--- src/rtl/result_streamer_pkg.sv ---
// Shared types and constants for the result byte streamer.
package result_streamer_pkg;

    typedef enum logic [2:0] {
        IDLE,
        HDR,
        DATA,
        CKS,
        FIN
    } state_t;

    localparam logic [3:0] HDR_NIBBLE = 4'hA;
    localparam int         MODE_W     = 3;

endpackage

--- src/rtl/result_streamer.sv ---
// Captures a frame of result words and streams it byte by byte
// (header, data MSB-first per word, optional XOR checksum) to a host.
module result_streamer
    import result_streamer_pkg::*;
#(
    parameter int WORD_W   = 32,
    parameter int N_WORDS  = 2,
    parameter int CKSUM_EN = 1
) (
    input  logic                        clk,
    input  logic                        rst_n,
    input  logic                        ena,
    input  logic                        start,
    input  logic [MODE_W-1:0]           mode,
    input  logic [N_WORDS*WORD_W-1:0]   words,
    input  logic                        host_ack,
    output logic [7:0]                  out_byte,
    output logic                        out_valid,
    output logic                        busy,
    output logic                        done
);

    localparam int BPW   = WORD_W / 8;
    localparam int NB    = N_WORDS * BPW;
    localparam int TOT_W = NB * 8;
    localparam int CNT_W = $clog2(NB + 1);
    localparam int SEL_W = $clog2(TOT_W);

    state_t              state;
    logic [CNT_W-1:0]    cnt;
    logic [CNT_W-1:0]    cnt_nxt;
    logic [7:0]          cksum;
    logic [7:0]          cksum_nxt;
    logic [TOT_W-1:0]    snap;
    logic [TOT_W-1:0]    stream;
    logic [MODE_W-1:0]   snap_mode;
    logic [SEL_W-1:0]    sel;
    logic                xfer;
    logic                last;

    // Reorder words into transmit order so data byte k sits at bits [k*8 +: 8].
    always_comb begin
        stream = '0;
        for (int w = 0; w < N_WORDS; w++) begin
            for (int b = 0; b < BPW; b++) begin
                stream[(w*BPW + b)*8 +: 8] = words[w*WORD_W + (BPW-1-b)*8 +: 8];
            end
        end
    end

    assign xfer      = ena & out_valid & host_ack;
    assign cnt_nxt   = cnt + CNT_W'(1);
    assign sel       = SEL_W'({cnt_nxt, 3'b000});
    assign last      = (cnt == CNT_W'(NB - 1));
    assign cksum_nxt = cksum ^ out_byte;

    always_ff @(posedge clk or negedge rst_n) begin
        if (!rst_n) begin
            state     <= IDLE;
            cnt       <= '0;
            cksum     <= '0;
            snap      <= '0;
            snap_mode <= '0;
            out_byte  <= '0;
            out_valid <= 1'b0;
            busy      <= 1'b0;
            done      <= 1'b0;
        end else if (ena) begin
            unique case (state)
                IDLE: begin
                    if (start) begin
                        snap      <= stream;
                        snap_mode <= mode;
                        cnt       <= '0;
                        cksum     <= '0;
                        out_byte  <= {HDR_NIBBLE, 1'b0, mode};
                        out_valid <= 1'b1;
                        busy      <= 1'b1;
                        state     <= HDR;
                    end
                end
                HDR: begin
                    if (xfer) begin
                        out_byte <= snap[7:0];
                        state    <= DATA;
                    end else begin
                        out_byte <= {HDR_NIBBLE, 1'b0, snap_mode};
                    end
                end
                DATA: begin
                    if (xfer) begin
                        cksum <= cksum_nxt;
                        cnt   <= cnt_nxt;
                        if (!last) begin
                            out_byte <= snap[sel +: 8];
                        end else if (CKSUM_EN != 0) begin
                            out_byte <= cksum_nxt;
                            state    <= CKS;
                        end else begin
                            out_byte  <= '0;
                            out_valid <= 1'b0;
                            done      <= 1'b1;
                            state     <= FIN;
                        end
                    end
                end
                CKS: begin
                    if (xfer) begin
                        out_byte  <= '0;
                        out_valid <= 1'b0;
                        done      <= 1'b1;
                        state     <= FIN;
                    end
                end
                FIN: begin
                    done  <= 1'b0;
                    busy  <= 1'b0;
                    state <= IDLE;
                end
                default: state <= IDLE;
            endcase
        end
    end

endmodule

--- config.mk ---
export PLATFORM = sky130hd
export DESIGN_NAME = result_streamer
export DESIGN_NICKNAME = d
export VERILOG_FILES = /design/src/rtl/result_streamer_pkg.sv /design/src/rtl/result_streamer.sv
export SDC_FILE = /design/constraint.sdc
export NUM_CORES = 1
export LEC_CHECK = 0
export ABC_AREA = 1
export CELL_PAD_IN_SITES_DETAIL_PLACEMENT = 0
export CELL_PAD_IN_SITES_GLOBAL_PLACEMENT = 1
export CORE_MARGIN = 4
export CORE_UTILIZATION = 35
export DETAILED_ROUTE_END_ITERATION = 6
export PLACE_DENSITY_LB_ADDON = 0.1
export SETUP_SLACK_MARGIN = 0.02
export SYNTH_ARGS = -nofsm -noshare
export SYNTH_HDL_FRONTEND = slang
export SYNTH_SLANG_ARGS = --single-unit
--- constraint.sdc ---
create_clock -name clk -period 1.58 [get_ports clk]
set_clock_uncertainty 0.1 [all_clocks]
set_input_delay 0.316 -clock clk [delete_from_list [all_inputs] [get_ports clk]]
set_output_delay 0.316 -clock clk [all_outputs]
set_load 0.005 [all_outputs]
==> results of run 1 <==
-- timing repair --
action / CTS / global route
setup buffers: 21 / 6
resized for setup: 92 / 152
cloned: 7 / 10
pin swaps: 13 / 41
setup endpoints to repair: 92 / 87
hold buffers: 1 / 0
hold endpoints to repair: 93 / 0
-- power by group through the flow --
| stage | combinational [µW] | clock (µW) | sequential (µW) |
|---|---|---|---|
| floorplan | 3660 | 0 | 3960 |
| detailed placement | 5490 | 0 | 4140 |
| global route | 9480 | 2170 | 4280 |
| CTS | 6910 | 2070 | 4050 |
| finish | 8650 | 2000 | 4150 |
| global placement | 5410 | 0 | 4120 |
-- worst min-delay path: cells and delay by family, from the launching register on --
| kind | cells | cell delay [ns] |
|---|---|---|
| simple gates | 1 | 0.06 |
| compound gates | 1 | 0.06 |
| flops | 1 | 0.34 |
-- how the worst max path moves through the flow --
stage,slack (ns),start,to,depth (start not counted)
final,-0.07,state[0]$_DFFE_PN0P_,snap[60]$_DFFE_PN0P_,10
after global routing,-0.12,state[0]$_DFFE_PN0P_,snap[60]$_DFFE_PN0P_,10
after CTS,-0.04,cnt[0]$_DFFE_PN0P_,out_byte[0]$_DFFE_PN0P_,9
after detailed placement,-0.37,ena,out_byte[4]$_DFFE_PN0P_,7
after global placement,-0.35,ena,out_byte[2]$_DFFE_PN0P_,6
after floorplan,0.03,cnt[1]$_DFFE_PN0P_,state[0]$_DFFE_PN0P_,8
-- synth_stat cells --
cell type and count:
nand2_1 185, buf_4 1, nor3_4 1, ha_1 1
a31oi_1 1, clkinv_2 1, o21ai_0 57, buf_1 1
a21oi_1 29, dfrtp_1 93, inv_1 85, buf_2 11
o21ai_2 6, buf_6 4, nand4_1 1, xor2_1 7
nand3_4 1, nor2_1 47, nor2_4 1, nand3_1 67
clkinv_1 2, nand2_2 1, nand3_2 1, a21boi_0 1
inv_2 2, nor2_2 2, nor3_1 3, clkbuf_1 10
-- area by class of cell --
type | count | share of cell area
inverter | 90 | 0.0496
tap | 176 | 0.0296
timing repair buffer | 160 | 0.236
timing repair inverter | 1 | 0.000841
multi-input combinational | 413 | 0.335
sequential | 93 | 0.313
clock inverter | 2 | 0.00134
clock buffer | 12 | 0.0345
-- logic make-up after synthesis --
kind of cell / synth area share
compound gates: 0.106
xor+xnor: 0.0131
fa+ha+maj: 0.00267
buf+inv: 0.104
flops: 0.497
simple gates: 0.278
-- per-stage QoR --
step	hold WS, ns	power, µW
3_3_place_gp	0.314	9530
5_1_grt	0.402	15900
2_1_floorplan	-0.0796	7620
4_1_cts	0.390	13000
6_report	0.389	14800
3_5_place_dp	0.313	9630
-- cells in the final DEF, fill, tap and decap left out, types with 9 or more instances in the layout --
master             n
buf_4             46
nand2_2           28
buf_6              9
o21ai_2           20
clkdlybuf4s50_1   69
nand3_2           21
dfrtp_1           91
nor2_1            28
a21oi_2           18
inv_1             76
nand3_4            9
o21ai_0           24
nand2_1          143
clkbuf_16         17
nor2_2            14
dlygate4sd2_1     12
a21oi_1            9
nand3_1           40
nand2_4           15
o21ai_1           19
-- registers in the layout (all words and copies together), names as in the netlist --
| name | flops |
|---|---|
| out_byte | 8 |
| cnt | 4 |
| busy | 1 |
| out_valid | 1 |
| snap_mode | 3 |
| done | 1 |
| cksum | 8 |
| state | 3 |
| snap | 64 |
-- layer usage --
layer / global-route usage / wire length [µm] / vias up
met4: 0.0664 / 274 / 0
met5: 0 / 0 / -
li1: - / - / 2254
met1: 0.256 / 6810 / 2121
met2: 0.297 / 7100 / 88
met3: 0.0309 / 605 / 19
==> summary by stage, run 1 <==
Outcome
The run finished, with violations left. The final reports fail on negative setup slack.

Yosys
Synthesis produced 622 cells. The mean post-synth cell area is 7.54 µm². In the post-synthesis netlist, the biggest area contributors are dfrtp_1 (50%), nand2_1 (15%), nand3_1 (7.2%). The post-synth net total is 695.

The cell taking the most area after synthesis is dfrtp_1. The sequential cell area fraction in the yosys report is 0.497. The count of different cell masters after synthesis is 28.

The number of synthesis warnings is 0. The synthesized design contains 93 register bits. The area of the mapped netlist is between 0.004 and 0.005 mm². The top cell type's share of synthesized area is 0.497.

Setup path
The signal on the critical path passes through nor2_2, nand3_2, nand2_2, inv_2, nand3_4, buf_12, buf_12, clkbuf_16, nand2_2, o21ai_1. The depth of the worst register-to-register path is 10. The worst setup path is captured at a flop. STA puts the critical path data arrival time at 1.81 ns.

On the worst path, the slowest cell contributes a delay of about 0.4 ns. The endpoint identified for the worst register-to-register timing path is snap[60]$_DFFE_PN0P_. Across all register-to-register paths, the minimum setup slack is -0.07 ns. The count of buffering cells on the critical path with inverters included is 4. The maximum fanout along the worst path is 8. The cell with the biggest individual delay on the critical path is dfrtp_1. STA puts the critical path data required time at 1.74 ns.

In this run the critical register-to-register path is launched from state[0]$_DFFE_PN0P_. Broken down by cell family, the worst path's largest delay share belongs to buffers and inverters. The critical path is of the flop to flop type.

The critical path startpoint category is a flop.

STA
For this run, the top clock speed supported by timing is 606 MHz. The number of hold violations in the final report came to 0. The slack of the critical path is -0.0696 ns. The smallest clock period supported by the final layout is computed as 1.65 ns.

After routing, the total negative slack on setup checks comes to -1.05 ns. The actual transition at the worst max-transition pin is roughly 0.51 ns. The total setup violations reported at the end of the flow is 39.

Setup repair after global routing could not meet its margin everywhere. The count of pins over their slew limit was 0. In the finished design, the share of the clock period the worst path needs comes to 1.04. Headroom to the max-slew limit came out at 0.660.

Cells and area
After the last flow step, the layout net total stands at ~840. The filler cell count is 1243. From synthesis to final layout, the design area changed by 58.8%. Registers take 0.00233 mm². The multi-input combinational cells in the finished layout cover a total of 0.00249 mm².

The ratio of cells with drive above 1 in the final layout is 0.318. The number of antenna diodes in the final layout is 0. Once layout is done, the placed cells without fillers occupy 0.00744 mm². For this run, the share of the core covered by cells in the final layout is 0.564. The final non-filler cell total is 947.

Power and ir drop
The maximum ir drop on the vdd rail is 0.669 mV. The switching part of the total power is 0.421. For this design the ratio of total power to cell area is 1990 mW/mm². The static leakage power is 0.00365 µW. The combinational power share is 0.584.

Of the total power, registers draw 0.281. The analysis attributes to net switching a power of around 6200 µW. The cell-internal power is 8570 µW. The clock share of power is 0.135.

Placement
Once placement completed, the tool counted placed cells totaling 890. The HPWL after detailed placement is 9050 µm. In this run the cell area measured after placement is 0.00591 mm². The worst slack after detailed placement is -0.367 ns. The congestion estimate from routability-driven global placement came to about 0.9. In this run the tool buffered the top-level ports with 82 buffer cells.

Clock network
The number of clock buffers added by TritonCTS is 9. CTS placed an instance of clkbuf_16 at the clock tree root. The maximum clock path buffer count is 2. TritonCTS built the clock tree. The H-tree was split into 3 levels. The number of sinks driven by the clock tree is 93. The later pin in the worst-skew pair is clocked with a latency of 0.34 ns. After clock tree synthesis, the clock-pin slew on the worst setup and hold paths is 0.06 ns.

Floorplan
The area of the die is 0.0153 mm². The starting density of the core is 0.355. The area of the core is roughly 0.013 mm². For this design the top-level I/O count stands at 83. The die outline height is around 120 µm. The chip width is 124 µm. Row generation in the floorplan step produced 42 rows.

Global route
The global-route wire length before repair is 22200 µm. The combined global-route utilization of all metal layers is 0.186. Entering global routing, the biggest net connects between 90 and 100 pins. The total global routing overflow is 0. The number of global-route vias before repair is 4508. The number of antenna violations at the first check in global routing was 0.

Min path
The worst hold path was traced through 2 stages. In this run the most critical hold path is launched from snap[12]$_DFFE_PN0P_. The path with the worst hold slack has its endpoint at snap[12]$_DFFE_PN0P_. The worst min-delay path category is flop to flop.

Drt
The final route contains 4482 vias. The iteration count of the initial detailed-routing pass is 4. The detail route stage leaves a number of antenna-violating nets equal to 0. The total wirelength of the detailed-routed design is 14800 µm. The ratio of routed vias to standard cells is 4.73. In the final routed layout, each cell accounts on average for 15.6 µm. In the routed design, unresolved DRC markers number 0. The number of DRC violations after detailed-routing iteration 0 is about 300.

Job
The tool flagged a number of max-cap violations equal to 0.
Power figures use the tool's default switching activity.
==> inputs of run 2 (changes only) <==
--- a/config.mk
+++ b/config.mk
@@ -12,6 +12,7 @@
 export CORE_UTILIZATION = 35
 export DETAILED_ROUTE_END_ITERATION = 6
 export PLACE_DENSITY_LB_ADDON = 0.1
+export REMOVE_ABC_BUFFERS = 1
 export SETUP_SLACK_MARGIN = 0.02
 export SYNTH_ARGS = -nofsm -noshare
 export SYNTH_HDL_FRONTEND = slang
==> constraint.sdc (replaced) <==
create_clock -name clk -period 1.58 [get_ports clk]
set_clock_uncertainty 0.1 [all_clocks]
set_input_delay 0.395 -clock clk [delete_from_list [all_inputs] [get_ports clk]]
set_output_delay 0.395 -clock clk [all_outputs]
set_load 0.005 [all_outputs]
==> run 2 against run 1 <==
Net effect: the run still ends with negative setup slack left; sequential share of layout area is 0.50 points lower; clock-buffer cell count did not move; sequential power down 1%; non-clock buffer count grew 14.
==> summary by stage, run 2 (same netlist as run 1, synthesis figures left out) <==
Clock network
The maximum level of the CTS H-tree is 3 (unchanged). The number of buffers added by the clock tree synthesis step is 9 (unchanged). The number of sinks driven by the clock tree is 93 (unchanged). TritonCTS built the clock tree. The clock latency reported for the late side of the worst-skew pair is 0.35 ns (about the same). The maximum clock path buffer count is 2 (unchanged). The clock edge transition at the registers on the reported setup and hold paths is 0.07 ns (about the same). The root buffer cell is clkbuf_16.

STA
The actual transition at the worst max-transition pin was 0.279 ns (-0.231 ns). The number of hold violations in the final report is 0 (unchanged). Setup repair after global routing could not meet its margin everywhere. The upper clock frequency limit is 595 MHz (-1.8%). The setup total negative slack came to -2.12 ns (-1.07 ns). The slack of the critical path was -0.101 ns (-0.0310 ns). The minimum clock period was 1.68 ns (+0.0310 ns). The total setup violations reported at the end of the flow is 64 (+64%). The count of pins over their slew limit came to 0 (unchanged). The headroom to the max-slew limit is 0.814 (+0.154). The part of the cycle the worst path needs is 1.06 (+0.0196).

Cells and area
The largest registers in the layout are snap x64, cksum x8, out_byte x8. The register with the most flip-flops in the final layout is snap. The final-stage net count is 855 (+1.7%). The layout overhead on the synthesized area is 61.2%.

The ratio of cells with drive above 1 in the final layout is 0.311 (-0.00646). The library cells used most frequently in the layout, excluding fill and tap cells, are nand2_1 (156), dfrtp_1 (93), inv_1 (79), clkdlybuf4s50_1 (67), buf_4 (50). The final non-filler cell total came to 963 (+1.7%). The flip-flop count of the largest register after layout is 64 (unchanged). The diode insertion count for antenna repair is 0 (unchanged).

The most common cell after layout, fill and taps aside is nand2_1. The utilization of the core after routing came to 0.573 (+0.00863).

Setup path
The arrival time of the worst setup path is 1.80 ns (about the same). Traced cell by cell, the critical path runs through nor2_2, nand3_2, nand2_2, inv_2, nand3_4, buf_12, buf_4, buf_12, nand2_1, o21ai_0. The delay of the slowest cell on the worst path is 0.39 ns (about the same). The worst register-to-register path ends at snap[11]$_DFFE_PN0P_. The depth of the worst register-to-register path is 10 (unchanged).

The worst setup slack for register-to-register paths is -0.10 ns (-0.03 ns). The cell with the biggest individual delay on the critical path is dfrtp_1. The sort of element at the end of the critical path is a flop. The startpoint of the lowest-slack register-to-register path is state[0]$_DFFE_PN0P_. The maximum fanout along the worst path was 12 (+4). The critical path startpoint category is a flop. Counting stages on the worst path, the most repeated cell is buf_12.

The data required time of the critical path came to 1.69 ns (-0.05 ns). The classification of the worst setup path is flop to flop.

Floorplan
The area of the die is 0.0153 mm² (unchanged). The die outline height is 124 µm (unchanged). The starting density of the core came to 0.355 (unchanged). The count of pins on the block boundary was 83 (unchanged). The area of the core is 0.0132 mm² (unchanged). The chip width was 124 µm (unchanged). The number of placement rows is 42 (unchanged).

Global route
The global-route wire length before repair is 22100 µm (-0.46%). The maximum number of pins on one net before global-route repair is 48 (-49%). The combined global-route utilization of all metal layers is 0.188 (+0.00152). The number of antenna violations at the first check in global routing is 0 (unchanged). The number of global-route vias before repair is 4477 (-0.69%). The total global routing overflow was 0 (unchanged).

Drt
The iteration count of the initial detailed-routing pass is 5 (+1). The total DRC errors in the routed layout is 0 (unchanged). The total via count after detailed routing is 4589 (+2.4%).

The ratio of routed vias to standard cells is 4.77 (+0.69%). The number of DRC violations after detailed-routing iteration 0 is 346 (+18%). The total wirelength of the detailed-routed design was 14800 µm (about the same). The final antenna-violating net count was 0 (unchanged).

The average routed wire per standard cell is 15.4 µm (-1.7%).

Outcome
The flow ran to the end, but the final reports show violations. The checks that failed: negative setup slack.

Min path
The startpoint identified for the worst hold timing path is snap[32]$_DFFE_PN0P_. The worst min-delay path endpoint is snap[32]$_DFFE_PN0P_. The count of cells along the worst hold path is 2 (unchanged). The worst min-delay path category is flop to flop.

Power and ir drop
The maximum ir drop on the vdd rail is 0.699 mV (+4.5%). The total power divided by cell area is 2000 mW/mm² (+0.45%). The static leakage power is 0.00377 µW (+3.2%). The total power of the final layout is 15100 µW (+2.0%).

Job
The number of max-cap violations is 0 (unchanged).

Placement
The routability congestion estimate came to 0.818 (-8.7%). The cell count after placement came to 905 (+1.7%). The total of buffers placed on input and output ports is 82 (unchanged). The HPWL after detailed placement was 8940 µm (-1.2%).
-- run 2: changes by cell type in the layout (fill, tap and decap cells not counted), moves of 5 or more --
cell | previous run | this run
nand3_4 | 9 | 2
nand2_4 | 15 | 9
nor2_4 | 8 | 13
o21ai_2 | 20 | 25
nand2_2 | 28 | 21
buf_6 | 9 | 17
a21oi_2 | 18 | 23
nor2_2 | 14 | 8
nand2_1 | 143 | 156
-- run 2: per-layer routing --
| metal | part of all wire | vias to the layer above | wire [µm] | track usage |
|---|---|---|---|---|
| met1 | 0.47 | 2178 | 6880 | 0.263 |
| met2 | 0.48 | 109 | 7060 | 0.296 |
| met4 | 0.013 | 0 | 198 | 0.0630 |
| met5 | 0 | - | 0 | 0 |
| li1 | - | 2287 | - | - |
| met3 | 0.044 | 15 | 646 | 0.0304 |
-- run 2: how the worst max path moves through the flow --
| stage | from | end | slack, ns | cells past startpoint |
|---|---|---|---|---|
| 3_5_place_dp | ena | out_byte[1]$_DFFE_PN0P_ | -0.49 | 7 |
| 5_1_grt | state[0]$_DFFE_PN0P_ | snap[11]$_DFFE_PN0P_ | -0.17 | 10 |
| 3_3_place_gp | ena | cksum[0]$_DFFE_PN0P_ | -0.41 | 8 |
| 6_report | state[0]$_DFFE_PN0P_ | snap[11]$_DFFE_PN0P_ | -0.10 | 10 |
| 4_1_cts | state[0]$_DFFE_PN0P_ | snap[37]$_DFFE_PN0P_ | -0.12 | 10 |
| 2_1_floorplan | cnt[0]$_DFFE_PN0P_ | out_byte[0]$_DFFE_PN0P_ | -0.76 | 7 |
-- run 2: timing repair --
action / 4_1_cts / 5_1_grt
gates cloned: 9 / 8
hold endpoints to repair: 93 / 0
endpoints found under the setup margin: 64 / 93
hold buffers: 1 / 0
resized for setup: 110 / 133
pin swaps: 23 / 28
setup buffers: 19 / 7
-- run 2: per-stage QoR --
step / hold slack [ns] / setup WS (ns) / cell area [µm²]
after floorplan: -0.000591 / -0.765 / 4540
after global placement: 0.307 / -0.410 / 6040
after detailed placement: 0.311 / -0.494 / 6040
after CTS: 0.390 / -0.122 / 6990
after global routing: 0.411 / -0.172 / 7560
final: 0.386 / -0.101 / 7560
-- run 2: worst max-delay path, delay by kind of cell, from the launching register on --
kind | cells | cell delay, ns
flip-flops | 1 | 0.39
buffers and inverters | 4 | 0.52
AO/OA/AOI/OAI | 1 | 0.10
AND/OR/NAND/NOR | 5 | 0.43
-- run 2: cell type report --
| cell class | instances | area (µm²) |
|---|---|---|
| clock buffers | 12 | 246 |
| clock inverters | 4 | 47.5 |
| fillers | 1197 | 5630 |
| inverters | 90 | 365 |
| multi-input cells | 413 | 2400 |
| flip-flops and latches | 93 | 2330 |
| well taps | 176 | 220 |
| repair buffers | 174 | 1940 |
| repair inverters | 1 | 8.76 |
-- run 2: report_power, final --
part | switching [µW] | internal (µW)
Clock | 952 | 1270
Sequential | 644 | 3450
Combinational | 4620 | 4160
==> inputs of run 3 (changes only) <==
--- a/config.mk
+++ b/config.mk
@@ -9,7 +9,7 @@
 export CELL_PAD_IN_SITES_DETAIL_PLACEMENT = 0
 export CELL_PAD_IN_SITES_GLOBAL_PLACEMENT = 1
 export CORE_MARGIN = 4
-export CORE_UTILIZATION = 35
+export CORE_UTILIZATION = 25
 export DETAILED_ROUTE_END_ITERATION = 6
 export PLACE_DENSITY_LB_ADDON = 0.1
 export REMOVE_ABC_BUFFERS = 1
@@ -17,3 +17,4 @@
 export SYNTH_ARGS = -nofsm -noshare
 export SYNTH_HDL_FRONTEND = slang
 export SYNTH_SLANG_ARGS = --single-unit
+export TNS_END_PERCENT = 20
==> run 3 against run 2 <==
Net effect: critical endpoint is now snap[12]$_DFFE_PN0P_; die area rose by 37%; largest cell class is now flip-flops and latches; utilization is 18 points lower; global-route usage decreased by 6.0 points; the run still ends with negative setup slack left.
==> summary by stage, run 3 (same netlist as run 1, synthesis figures left out) <==
Cells and area
The diode insertion count for antenna repair is 0 (unchanged). The utilization of the core after routing is 0.395 (-0.178). The final non-filler cell total is 993 (+3.1%). In the layout the commonest cells are nand2_1 (171), dfrtp_1 (93), inv_1 (78), clkdlybuf4s50_1 (68). The most common cell after layout, fill and taps aside is nand2_1. Compared with the post-synthesis result, the final layout area differs by 53.4%. The final-stage net count is 832 (-2.7%). The largest registers in the layout are snap x64, cksum x8, out_byte x8. The register name with the most flops is snap. The flip-flop count of the largest register after layout is 64 (unchanged). The ratio of cells with drive above 1 in the final layout came to 0.240 (-0.0718).

Drt
The iteration count of the initial detailed-routing pass is 4 (-1). The total wirelength of the detailed-routed design came to 15200 µm (+2.9%). The total via count after detailed routing is 4369 (-4.8%). The average routed wire per standard cell is 15.3 µm (-0.23%). The number of DRC violations after detailed-routing iteration 0 is 170 (-51%).

The final antenna-violating net count was 0 (unchanged). The total DRC errors in the routed layout is 0 (unchanged). The ratio of routed vias to standard cells was 4.40 (-7.7%).

Setup path
The count of buffering cells on the critical path with inverters included was 3 (-1). The maximum fanout along the worst path came to 17 (+5). The arrival time of the worst setup path came to 1.73 ns (-0.07 ns). The delay of the slowest cell on the worst path is 0.40 ns (about the same). The sort of element at the end of the critical path is a flop. The critical path goes through nor2_2, nand3_2, nand2_4, inv_4, nand3_4, buf_12, buf_6, o21ai_0. The critical path startpoint category is a flop.

The data required time of the critical path is 1.71 ns (+0.02 ns). The classification of the worst setup path is flop to flop. The cell with the biggest individual delay on the critical path is dfrtp_1. The critical path's top delay family is simple AND/OR/NAND/NOR gates.

Floorplan
The die outline height is 145 µm (+17%). The chip width is 145 µm (+17%). The area of the core came to 0.0182 mm² (+38%). The count of pins on the block boundary is 83 (unchanged).

The starting density of the core came to 0.257 (-0.0979). The number of placement rows is 49 (+17%). The area of the die is 0.0210 mm² (+37%).

Clock network
The clock latency reported for the late side of the worst-skew pair is 0.35 ns (about the same). The number of sinks driven by the clock tree is 93 (unchanged). The clock edge transition at the registers on the reported setup and hold paths was 0.07 ns (about the same).

The maximum clock path buffer count is 2 (unchanged). The maximum level of the CTS H-tree is 3 (unchanged). The number of buffers added by the clock tree synthesis step is 9 (unchanged). The tree is rooted in a clkbuf_16. The CTS tree is yes.

STA
The part of the cycle the worst path needs came to 1.01 (-0.0497). The actual transition at the worst max-transition pin is 0.277 ns (-0.00221 ns). The upper clock frequency limit was 624 MHz (+4.9%).

The total setup violations reported at the end of the flow is 18 (-72%). The minimum clock period came to 1.60 ns (-0.0785 ns). Setup repair after global routing could not meet its margin everywhere. The setup total negative slack is -0.127 ns (+1.99 ns). The number of hold violations in the final report came to 0 (unchanged). The count of pins over their slew limit was 0 (unchanged).

The headroom to the max-slew limit is 0.815 (+0.00147). The slack of the critical path is -0.0221 ns (+0.0785 ns).

Power and ir drop
The combinational power share came to 0.531 (-0.051). The cell-internal power is 8650 µW (-2.6%). The clock share of power was 0.190 (+0.043). The static leakage power is 0.00358 µW (-5.0%). The net switching power was 5810 µW (-6.6%). The maximum ir drop on the vdd rail is 0.625 mV (-10%).

The total power divided by cell area is 2010 mW/mm² (+0.68%). The portion of total power attributed to sequential cells is 0.279 (+0.008). The switching part of the total power is 0.402 (-0.0102).

Placement
The total of buffers placed on input and output ports is 82 (unchanged). The HPWL after detailed placement came to 9520 µm (+6.6%). The cell count after placement is 951 (+5.1%).

The routability congestion estimate is 0.807 (-1.4%).

Global route
The met2 track demand over resource in global routing came to 0.213 (-0.0832). The total global routing overflow came to 0 (unchanged). The global-route layer with the greatest usage is met2. The met3 routing resource usage after global routing is 0.0306 (+0.000131).

The number of global-route vias before repair came to 4253 (-5.0%). The global-route wire length before repair is 21900 µm (-1.2%). The number of antenna violations at the first check in global routing came to 0 (unchanged). The combined global-route utilization of all metal layers is 0.128 (-0.0596).

The global routing usage on met1 is 0.168 (-0.0955). The maximum number of pins on one net before global-route repair is 71 (+48%).

Min path
The worst min-delay path category is input pin to async pin.

Outcome
The checks that failed: negative setup slack. The flow ran to the end, but the final reports show violations.

Job
The number of max-cap violations is 0 (unchanged).
## run 3: cell count changes in the layout (fill, tap and decap cells not counted), sizes merged
cell           before  now
bufinv              1    4
clkinvlp            1    0
inv                90   89
dlymetal6s2s        1    0
clkdlybuf4s15       1    3
clkdlybuf4s50      67   68
dlygate4sd2        12    9
buf                87   64
## run 3: power by group through the flow
stage | registers [µW] | logic [µW] | clock network [µW]
after global placement | 4080 | 5670 | 0
after detailed placement | 4090 | 5730 | 0
after CTS | 4030 | 6460 | 2810
final | 4040 | 7680 | 2740
after floorplan | 4040 | 3250 | 0
after global routing | 4180 | 8510 | 2910
## run 3: what timing repair did
item / CTS / global route
resized for setup: 85 / 63
hold endpoints to repair: 8 / 0
pin swaps: 16 / 21
hold buffers: 1 / 0
setup buffers: 9 / 4
gates cloned: 1 / 11
endpoints found under the setup margin: 102 / 94
## run 3: path summary, 6_finish.rpt
| check | cells past startpoint | slack [ns] | to | startpoint |
|---|---|---|---|---|
| setup reg to reg | 8 | -0.02 | snap[12]$_DFFE_PN0P_ | state[0]$_DFFE_PN0P_ |
| setup / recovery | 8 | -0.02 | snap[12]$_DFFE_PN0P_ | state[0]$_DFFE_PN0P_ |
| hold / removal | 2 | 0.32 | snap[55]$_DFFE_PN0P_ | rst_n |
| max in group asynchronous | 3 | 0.54 | snap[26]$_DFFE_PN0P_ | rst_n |
| hold reg to reg | 2 | 0.38 | snap[43]$_DFFE_PN0P_ | snap[43]$_DFFE_PN0P_ |
| min in group clk | 2 | 0.38 | snap[43]$_DFFE_PN0P_ | snap[43]$_DFFE_PN0P_ |
## run 3: layout make-up
cell class	instances	area, µm²
clock buffer	10	239
clock inverter	6	134
fill	1903	11000
inverter	90	362
multi-input combinational	413	2210
sequential	93	2330
tap	229	287
timing repair buffer	152	1630
## run 3: stage by stage
step                hold slack, ns  total power (µW)  cell area (µm²)  setup slack, ns
finish                       0.323             14500             7190          -0.0221
global route                 0.330             15600             7190           -0.111
CTS                          0.318             13300             6770          -0.0127
detailed placement           0.147              9810             6060           -0.512
global placement             0.147              9760             6060           -0.479
floorplan                -0.000591              7290             4540           -0.765
## run 3: layer usage
metal  routed length, µm  vias up
met3                 543       12
met5                   0        -
met1                7350     2067
met2                7170       63
li1                    -     2227
met4                 155        0
